### config.mk
export PLATFORM = sky130hd
export DESIGN_NAME = led_seq_ctrl
export DESIGN_NICKNAME = d
export VERILOG_FILES = /design/src/rtl/led_seq_ctrl_pkg.sv /design/src/rtl/led_seq_ctrl_btn_debounce.sv /design/src/rtl/led_seq_ctrl.sv
export SDC_FILE = /design/constraint.sdc
export NUM_CORES = 1
export LEC_CHECK = 0
export ABC_AREA = 1
export CORE_UTILIZATION = 29
export CTS_CLUSTER_SIZE = 14
export DETAILED_ROUTE_END_ITERATION = 10
export SETUP_SLACK_MARGIN = 0.1
export SLEW_MARGIN = 20
export SYNTH_ARGS = -nofsm -noshare
export SYNTH_HDL_FRONTEND = slang
export SYNTH_SLANG_ARGS = --single-unit
### constraint.sdc
create_clock -name clk -period 3 [get_ports clk]
set_input_delay 0.6 -clock clk [delete_from_list [all_inputs] [get_ports clk]]
set_output_delay 0.6 -clock clk [all_outputs]
set_load 0.05 [all_outputs]
### src/rtl/led_seq_ctrl_pkg.sv
// led_seq_ctrl_pkg: shared state encodings, button indices and mode-wrap helper for the front-panel sequencer.
package led_seq_ctrl_pkg;
  typedef enum logic [1:0] {
    ST_IDLE  = 2'd0,
    ST_RUN   = 2'd1,
    ST_PAUSE = 2'd2
  } state_e;
  localparam int BTN_RUN  = 0;
  localparam int BTN_MODE = 1;
  localparam int BTN_STEP = 2;
  localparam int NUM_BTN  = 3;
  function automatic int wrap_inc(input int v, input int n);
    return (v >= n - 1) ? 0 : v + 1;
  endfunction
endpackage

### src/rtl/led_seq_ctrl_btn_debounce.sv
// btn_debounce: 2-flop synchroniser, stable-count debounce and rising-edge press pulse for one button.
module btn_debounce #(
  parameter int DEB_CYCLES = 1_000_000
) (
  input  logic clk,
  input  logic rst,
  input  logic btn_i,
  output logic press_o
);
  localparam int CW = $clog2(DEB_CYCLES + 1);
  logic          s1_q, s2_q, deb_q, prev_q;
  logic [CW-1:0] cnt_q;
  always_ff @(posedge clk) begin
    if (rst) begin
      s1_q   <= 1'b0;
      s2_q   <= 1'b0;
      deb_q  <= 1'b0;
      prev_q <= 1'b0;
      cnt_q  <= '0;
    end else begin
      s1_q   <= btn_i;
      s2_q   <= s1_q;
      prev_q <= deb_q;
      // any cycle where the synced level agrees with the accepted level restarts the count
      if (s2_q == deb_q) cnt_q <= '0;
      else if (cnt_q == CW'(DEB_CYCLES - 1)) begin
        deb_q <= s2_q;
        cnt_q <= '0;
      end else cnt_q <= cnt_q + 1'b1;
    end
  end
  assign press_o = deb_q & ~prev_q;
endmodule

### src/rtl/led_seq_ctrl.sv
// led_seq_ctrl: run/pause/step sequencer producing tick enables and pattern mode for the LED engine.
module led_seq_ctrl
  import led_seq_ctrl_pkg::*;
#(
  parameter int DEB_CYCLES = 1_000_000,
  parameter int BASE_TICK  = 12_500_000,
  parameter int NUM_MODES  = 4,
  parameter int MODE_W     = 2
) (
  input  logic              clk,
  input  logic              rst,
  input  logic [1:0]        sw,
  input  logic [2:0]        btn,
  output logic              tick,
  output logic [MODE_W-1:0] mode,
  output logic              running,
  output logic              paused,
  output logic              mode_chg
);
  localparam int CNT_W = $clog2(BASE_TICK * 8 + 1);
  logic [NUM_BTN-1:0] press;
  logic [1:0]         sw_s1_q, sw_s2_q;
  state_e             state_q, state_d;
  logic [CNT_W-1:0]   cnt_q, cnt_d, period;
  logic [MODE_W-1:0]  mode_q, mode_d;
  logic               tick_q, tick_d, running_q, paused_q, chg_pend_q, mode_chg_q;
  for (genvar i = 0; i < NUM_BTN; i++) begin : g_deb
    btn_debounce #(.DEB_CYCLES(DEB_CYCLES)) u_deb (
      .clk    (clk),
      .rst    (rst),
      .btn_i  (btn[i]),
      .press_o(press[i])
    );
  end
  assign period = CNT_W'(BASE_TICK) << sw_s2_q;
  always_comb begin
    state_d = (state_q == ST_IDLE)  ? (press[BTN_RUN] ? ST_RUN   : ST_IDLE)  :
              (state_q == ST_RUN)   ? (press[BTN_RUN] ? ST_PAUSE : ST_RUN)   :
              (state_q == ST_PAUSE) ? (press[BTN_RUN] ? ST_RUN   : ST_PAUSE) : ST_IDLE;
    mode_d  = press[BTN_MODE] ? MODE_W'(wrap_inc(int'(mode_q), NUM_MODES)) : mode_q;
    tick_d  = 1'b0;
    cnt_d   = '0;
    // counting only while staying in RUN gives the clear-on-entry and clear-outside-RUN behaviour
    if (state_q == ST_RUN && state_d == ST_RUN && !press[BTN_MODE]) begin
      tick_d = (cnt_q >= period - 1'b1);
      cnt_d  = tick_d ? '0 : cnt_q + 1'b1;
    end
    if (state_q == ST_PAUSE && press[BTN_STEP]) tick_d = 1'b1;
  end
  always_ff @(posedge clk) begin
    if (rst) begin
      sw_s1_q    <= '0;
      sw_s2_q    <= '0;
      state_q    <= ST_IDLE;
      cnt_q      <= '0;
      mode_q     <= '0;
      tick_q     <= 1'b0;
      running_q  <= 1'b0;
      paused_q   <= 1'b0;
      chg_pend_q <= 1'b0;
      mode_chg_q <= 1'b0;
    end else begin
      sw_s1_q    <= sw;
      sw_s2_q    <= sw_s1_q;
      state_q    <= state_d;
      cnt_q      <= cnt_d;
      mode_q     <= mode_d;
      tick_q     <= tick_d;
      running_q  <= (state_d == ST_RUN);
      paused_q   <= (state_d == ST_PAUSE);
      chg_pend_q <= press[BTN_MODE];
      mode_chg_q <= chg_pend_q;
    end
  end
  assign tick     = tick_q;
  assign mode     = mode_q;
  assign running  = running_q;
  assign paused   = paused_q;
  assign mode_chg = mode_chg_q;
endmodule

==> metrics.csv <==
stage;metric;value;unit
timing;setup_slack;0.546;ns
timing;clock.fmax;0.407;GHz
finish;multi_input_area;3140;µm²
synthesis;synth_area_leaders;dfxtp_1 (38%), nor2_1 (12%), nand2_1 (11%);
synthesis;yosysTopAreaCell;dfxtp_1;
critical_path;worstSetupEndpointType;register;
floorplan;initial_core_util;29.9;%
global_route;grt_pass1_wl;20.8;mm
global_route;grt_antenna_before_repair;0;
clock_tree;path_clk_slew;0.07;ns
route;wl_per_cell;10.5;µm
route;drt-pass1-iter-count;4;
floorplan;core_area;19700;µm²
timing;rsz0062_at_grt;no;
finish;syn_to_final_growth;11.7;%
synthesis;ys_ff_latch;112;
critical_path;crit_type;reg2reg;
power;p_leak;0.00236;µW
synthesis;yosysWarnings;0;
clock_tree;cts.sinks;112;
clock_tree;numCtsBuffers;9;
clock_tree;cts-resized-gates;0;
floorplan;dieHeight;144;µm
critical_path;cp_max_fo;27;
clock_tree;htreeDepth;3;
timing;timing.final.crit_period;2.45;ns
global_route;grt_max_degree;28;
finish;diodes;0;
power;powerDensity;422;nW/µm²
route;postRouteAntennaNets;0;
global_route;grt_usage;12.6;%
synthesis;synth_top_family_by_area;simple AND/OR/NAND/NOR gates;
route;drt_iter0_markers;250;
finish;seqCellArea;2240;µm²
timing;hold_viol;0;
clock_tree;cts_tree;built;
placement;gp_congestion;0.903;
synthesis;synth-seq-area-share;38.1;%
synthesis;synth_compound_area_share;4.04;%
global_route;grt_pass1_vias;4555;
placement;hpwl;9.03;mm
clock_tree;hold_buffers;0;
finish;layout-drive-gt1-share;6.50;%
job;drv_cap;0;
timing;fin_skew;0.0122;ns
finish;nets;892;
timing;finalSetupTns;0;ns
synthesis;synth_cell_types;33;
route;drc;0;
synthesis;synth_top_area_share;38.1;%
floorplan;dieArea;20900;µm²
critical_path;r2r_cells;12;
floorplan;io_pins;13;
timing;slew_headroom;66.0;%
synthesis;synthMuxAreaShare;0;%
power;p_total;2770;µW
finish;fin_util;33.5;%
hold_path;hold_class;reg2reg;
route;via_count;4854;
finish;nFillCells;2185;
clock_tree;cts_buffer_depth;2;
outcome;run_status;completed;
critical_path;worstPathArrival;2.74;ns
global_route;grt_overflow;0;
clock_tree;cts-root-buf;clkbuf_16;
critical_path;critPathLaunchType;register;
placement;dpl_cell_area;6280;µm²
floorplan;fp-row-count;51;
synthesis;synth_fa_ha_area_share;5.74;%
critical_path;rrSetupSlack;0.55;ns
timing;setup_viol;0;
route;totalWireLength;11.8;mm
placement;place_worst_setup_slack;0.514;ns
route;vias_per_cell;4.31;
clock_tree;postCtsSetupBuffers;0;
finish;final_cell_area;6580;µm²
timing;slew_viol_final;0;
timing;post-route-period-util;81.8;%
synthesis;syn-instance-count;841;
placement;portBuffers;12;
critical_path;required;3.28;ns
synthesis;netlist_area;5890;µm²
synthesis;syn_area_per_cell;7.00;µm²
critical_path;startpoint;sw_s2_q[0];
critical_path;r2r_end;cnt_q[3];
power;max-vdd-ir-drop;0.000273;V
floorplan;die_w;144;µm
critical_path;rr_startpoint;sw_s2_q[0];
clock_tree;insertion_delay;0.36;ns
timing;worst_pin_slew;0.509;ns
synthesis;synthXorXnorAreaFrac;6.70;%
synthesis;yosys.area_share.simple;36.8;%
critical_path;crit_end;cnt_q[3];
## metrics by stage
stage / instances / hold slack [ns]
after floorplan: 842 / 0.388
after global placement: 1112 / 0.396
after detailed placement: 1112 / 0.394
after CTS: 1127 / 0.406
after global routing: 1127 / 0.431
final: 1127 / 0.402
## report_power, final
part	total (µW)	internal, µW	switching (µW)	leakage, µW
combinational	53.2	20.9	32.3	0.00131
clock	1220	653	571	0.000144
sequential	1500	1490	4.57	0.000904
## layout make-up
cell class              instances  area share [%]
multi-input cells             606            47.8
flip-flops and latches        112            34.1
inverters                     116            6.62
well taps                     265            5.04
clock buffers                  10            3.48
repair buffers                 13            1.94
clock inverters                 5           0.990
## worst min-delay path by stage
stage,to,slack (ns),cells past startpoint,startpoint
finish,sw_s2_q[1],0.40,2,sw_s1_q[1]
global route,g_deb[0].u_deb.s2_q,0.43,2,g_deb[0].u_deb.s1_q
CTS,g_deb[0].u_deb.s2_q,0.41,2,g_deb[0].u_deb.s1_q
detailed placement,g_deb[0].u_deb.s2_q,0.39,2,g_deb[0].u_deb.s1_q
global placement,g_deb[0].u_deb.s2_q,0.40,2,g_deb[0].u_deb.s1_q
floorplan,g_deb[0].u_deb.s2_q,0.39,2,g_deb[0].u_deb.s1_q
## kinds of logic (layout without fill, tap and decap cells)
group | Yosys count | count (layout)
XOR/XNOR | 45 | 45
adder cells (fa/ha/maj) | 27 | 27
other | 2 | 3
buffers and inverters | 124 | 144
flip-flops | 112 | 112
AO/OA/AOI/OAI | 44 | 44
AND/OR/NAND/NOR | 487 | 487
## layer usage
| metal | track usage (%) | up-vias | part of all wire (%) |
|---|---|---|---|
| met1 | 16.6 | 2141 | 52 |
| met2 | 19.9 | 44 | 43 |
| met5 | 0 | - | 0 |
| met3 | 2.48 | 16 | 2.8 |
| li1 | - | 2653 | - |
| met4 | 5.10 | 0 | 2.2 |
## Yosys cell counts
cell,number
nand2_2,7
or2_2,3
nand3_2,3
ha_1,27
inv_1,111
nor4_1,2
a31oi_1,2
xnor2_1,16
clkbuf_1,3
o21ai_0,9
nand2_1,178
o211a_1,1
nor2_1,184
nand4_4,1
xor2_1,29
nand3_1,33
conb_1,2
or2_0,1
inv_2,5
nor2_2,11
nand4_1,20
nand4_2,1
o21a_1,2
nand3b_1,10
nor2_4,5
a21o_1,2
a21oi_1,28
nor3_1,21
nor3_2,5
nand2b_1,1
nor3b_1,1
buf_6,5
dfxtp_1,112
## worst max-delay path: stages (launching register included)
cell and delay (ns):
dfxtp_1 0.42, inv_1 0.10, nor2_1 0.19, inv_1 0.07, ha_1 0.29, ha_1 0.28, nand2_1 0.06, inv_1 0.03
o21ai_0 0.13, nand3_1 0.10, nand2_1 0.12, nand4_4 0.37, nor2_1 0.20
## cell usage in the layout (no fill, tap or decap), types with 5 or more instances in the layout
cell / synthesis / final
nand2_2: 7 / 7
clkdlybuf4s50_1: 0 / 12
nor2_1: 184 / 184
nor2_4: 5 / 5
nand3_1: 33 / 33
clkbuf_16: 0 / 9
nor3_1: 21 / 21
o21ai_0: 9 / 9
ha_1: 27 / 27
dfxtp_1: 112 / 112
nand4_1: 20 / 20
inv_2: 5 / 5
nor3_2: 5 / 5
nand2_1: 178 / 178
nor2_2: 11 / 11
inv_1: 111 / 111
xnor2_1: 16 / 16
nand3b_1: 10 / 10
a21oi_1: 28 / 28
xor2_1: 29 / 29
## registers in the layout, indices dropped and copies added (netlist names)
| signal | count |
|---|---|
| chg_pend_q | 1 |
| cnt_q | 27 |
| g_deb.u_deb.cnt_q | 60 |
| g_deb.u_deb.deb_q | 3 |
| g_deb.u_deb.prev_q | 3 |
| g_deb.u_deb.s1_q | 3 |
| g_deb.u_deb.s2_q | 3 |
| mode | 2 |
| mode_chg | 1 |
| paused | 1 |
| running | 1 |
| state_q | 2 |
| sw_s1_q | 2 |
| sw_s2_q | 2 |
| tick | 1 |
(Power assumes the default switching activity.)
